File: src/rtl/prbs6_err_counter.sv
// rtl/prbs6_err_counter.sv - saturating bit-error accumulator; clear takes effect before the add
module prbs6_err_counter #(
   parameter int ERRW = 16
) (
   input  logic            clk,
   input  logic            reset_n,
   input  logic            clr,
   input  logic            en,
   input  logic [1:0]      add,
   output logic [ERRW-1:0] cnt
);

   logic [ERRW:0] sum;

   always_comb begin
      sum = (clr ? {(ERRW+1){1'b0}} : {1'b0, cnt})
          + (en ? {{(ERRW-1){1'b0}}, add} : {(ERRW+1){1'b0}});
   end

   always_ff @(posedge clk) begin
      if (!reset_n) begin
         cnt <= '0;
      end else if (clr || en) begin
         cnt <= sum[ERRW] ? {ERRW{1'b1}} : sum[ERRW-1:0];
      end
   end

endmodule

File: config.mk
export PLATFORM = sky130hd
export DESIGN_NAME = prbs6_err_counter
export DESIGN_NICKNAME = d
export VERILOG_FILES = /design/src/rtl/prbs6_err_counter.sv
export SDC_FILE = /design/constraint.sdc
export NUM_CORES = 1
export LEC_CHECK = 0
export BUFFER_PORTS_ARGS = -buffer_cell sky130_fd_sc_hd__buf_2
export CORE_UTILIZATION = 52
export CTS_CLUSTER_DIAMETER = 30
export CTS_CLUSTER_SIZE = 20
export DETAILED_ROUTE_END_ITERATION = 10
export PLACE_DENSITY = 0.79
export SYNTH_ARGS = -nofsm -noshare
export SYNTH_HDL_FRONTEND = slang
export SYNTH_SLANG_ARGS = --single-unit
File: constraint.sdc
create_clock -name clk -period 3.8 [get_ports clk]
set_clock_uncertainty 0.1 [all_clocks]
set_input_delay 0.76 -clock clk [delete_from_list [all_inputs] [get_ports clk]]
set_output_delay 0.76 -clock clk [all_outputs]
set_load 0.03 [all_outputs]
==> key figures <==
Run
  – Max Cap Violations: 0

GRT
  – Vias in the first global route: 816
  – Initial antenna violation count: 0
  – Grt met3 use: 4.76%
  – Most crowded layer after global routing: met2
  – Largest net degree at the start of global routing: 20
  – GR met1 Demand/Resource: 32.2%
  – Total track usage: 24.1%
  – Global-route wire length before repair: 3570 um
  – Global route overflow: 0
  – M2 GR Usage: 36.0%

Timing
  – Unrepaired setup endpoints after global routing: no
  – Tmin final: 2.76 ns
  – Least-Margin Pin Slew: 0.301 ns
  – Fin worst setup slack: 1.04 ns
  – Worst hold slack: 0.430 ns
  – Final Hold Viols: 0
  – Slew Viols, Final: 0
  – Worst slew margin: about 80%
  – Final setup violation count: 0
  – Fmax achieved: roughly 0.36 GHz
  – TNS Setup: 0 ns
  – Final period util: 72.6%

Setup path
  – CP Capture Type: flip-flop
  – CP arrival: a little under 3 ns
  – CP max FO: 19
  – Critical path startpoint category: primary input
  – RR Endpoint: cnt[5]
  – Critical setup path kind: primary input to flip-flop
  – Worst reg-to-reg setup slack: about 1.4 ns
  – WP data required: roughly 3.9 ns
  – Setup crit start: clr
  – Reg2Reg Depth: 8
  – R2R Path Start: cnt[0]

Floorplanning
  – Core area: 1750 um2
  – Chip height: approximately 45 um
  – IO Count: 22
  – Cell Rows: 15
  – Initial core utilization: between 50% and 60%
  – Die width: 45.4 um
  – Die area: slightly above 2000 um2

Routing
  – Detailed-route wire length per cell: 14.2 um
  – Vias/cell: 6.14
  – # DRC: 0
  – Antenna viol nets, final: 0
  – Drt initial violations: 42
  – Via Count: around 950
  – TritonRoute pass-1 iters: 4
  – Total wire length: 2180 um

Clock network
  – Root buf cell: clkbuf_4
  – Post-CTS Hold Buffers: 0
  – H-Tree Depth: 1
  – CTS tree: yes
  – CTS resizes: 0
  – CTS buffer count: 3
  – Worst skew pair latency: 0.29 ns
  – Setup Fix Bufs, Post-CTS: 0
  – CTS max path bufs: 2
  – Clock sinks: 16
  – Clock transition at the registers of the reported paths: ~0.08 ns

Pwr
  – PwrDens: 266 nW/um2
  – Switching part of the total power: 24.9%
  – Seq pwr share: around 60%
  – Clock power share: a little under a third
  – Leak pwr: 0.518 nW
  – Cell-internal power: about 0.00022 W
  – Peak supply drop: about 150 uV
  – Net Sw Power: between 0.00007 and 0.00008 W
  – Combinational power share: 10.1%

Logic synthesis
  – Sequential fraction of the synthesis area: 32.7%
  – Post-synthesis register bit count: 16
  – Synth area leader: dfxtp_1
  – Synth cell types: 37
  – Syn avg cell area: 8.68 um2
  – Cell count after synthesis: 113
  – Yosys top cell area share: between 30% and 40%
  – Syn. warnings: 0
  – Top cells by area, synth: dfxtp_1 33%, and3_1 5.7%, o221a_2 5.7%
  – Post-Syn Area: a little under 1000 um2
  – Net Count, Synth: 122

Hold path
  – WHS Path Cells: 2
  – Hold Path Sink: cnt[12]
  – Hold Path Class: flip-flop to flip-flop
  – Hold_sp: cnt[12]

Finish
  – Largest regs: cnt: 16 flops
  – Layout cells sized above 1: 26.4%
  – # diodes: 0
  – Synth-to-Final Area Change: 10.5%
  – Final Cell Area: 1080 um2
  – Top reg by flops: cnt
  – Fillers: between 150 and 200
  – Max FFs per register: 16
  – Nets: 140

Place
  – Placed cell areas: 1060 um2
  – GPL Wtd Cong: 0.858
  – Dpl hpwl: 1550 um
  – Post-Place Setup Slack: 0.762 ns
  – I/O Buffers: 21

Outcome
  – Outcome: completed
through the flow:
| stage | util [%] | total power [W] | std cells |
|---|---|---|---|
| floorplan | - | 0.000197 | 113 |
| global placement | 60.8 | 0.000203 | 151 |
| detailed placement | 60.8 | 0.000203 | 151 |
| CTS | 62.1 | 0.000292 | 154 |
| global route | 62.1 | 0.000306 | 154 |
| finish | 62.1 | 0.000288 | 154 |
metal layers:
metal	routed length [um]	part of all wire (%)
met3	129	5.9
met1	1020	47
met2	991	45
met4	42	1.9
met5	0	0
how the worst max path moves through the flow:
| stage | endpoint | cells past startpoint |
|---|---|---|
| finish | cnt[5] | 9 |
| global route | cnt[5] | 9 |
| detailed placement | cnt[8] | 9 |
| floorplan | cnt[8] | 11 |
| global placement | cnt[8] | 9 |
| CTS | cnt[8] | 9 |
power groups by stage:
stage	combinational (W)	sequential [W]	clock (W)
3_5_place_dp	0.0000290	0.000174	0
3_3_place_gp	0.0000281	0.000174	0
4_1_cts	0.0000290	0.000171	0.0000929
6_report	0.0000292	0.000171	0.0000886
2_1_floorplan	0.0000185	0.000178	0
5_1_grt	0.0000332	0.000171	0.000102
layout by cell type, fill, tap and decap left out, types with 4 or more instances in the layout:
| cell type | count |
|---|---|
| a21oi_1 | 8 |
| nor3_1 | 5 |
| inv_1 | 5 |
| o221a_2 | 5 |
| nand2_1 | 6 |
| o21ai_0 | 4 |
| dfxtp_1 | 16 |
| a31oi_1 | 5 |
| nor2_1 | 6 |
| and3_1 | 9 |
| buf_2 | 21 |
final cells by class:
type | count | area [um2] | area share [%]
flip-flops and latches | 16 | 320 | 29.6
multi-input cells | 84 | 586 | 54.0
well taps | 25 | 31.3 | 2.89
clock buffers | 3 | 22.5 | 2.08
inverters | 5 | 18.8 | 1.73
repair buffers | 21 | 105 | 9.70
Yosys cell counts:
library cell / instances
o221a_1: 1
nand2b_1: 2
a31oi_1: 5
nor2b_1: 2
nand4b_1: 1
o21ai_0: 4
and4_4: 1
dfxtp_1: 16
o211a_1: 1
and2_1: 3
nor3_1: 5
a311oi_1: 1
and4_1: 2
clkbuf_1: 4
and3b_1: 1
o221a_2: 5
nand3_1: 3
nand2_1: 6
nor2_1: 6
a21o_1: 1
a41o_1: 1
nor3_2: 1
a211o_1: 2
buf_6: 3
a21oi_1: 8
and3_1: 9
buf_4: 1
nor3b_1: 1
or2_2: 2
and4b_1: 2
a22oi_1: 1
and4bb_2: 1
inv_1: 5
a41oi_1: 2
o32ai_1: 1
ha_1: 2
fa_1: 1
worst max-delay path: stages:
cell      delay [ns]
buf_2           0.20
nor2b_1         0.14
ha_1            0.17
inv_1           0.06
fa_1            0.43
and4bb_2        0.39
and3_1          0.21
and2_1          0.30
o221a_2         0.24
cell families (layout without fill, tap and decap cells):
| group | after synthesis | count (layout) | share of synthesized area (%) |
|---|---|---|---|
| flip-flops | 16 | 16 | 32.7 |
| adder cells (fa/ha/maj) | 3 | 3 | 4.59 |
| buffers and inverters | 13 | 29 | 7.65 |
| AO/OA/AOI/OAI | 33 | 33 | 25.1 |
| AND/OR/NAND/NOR | 48 | 48 | 30.0 |
No activity file was read; power rests on OpenSTA's default activity.
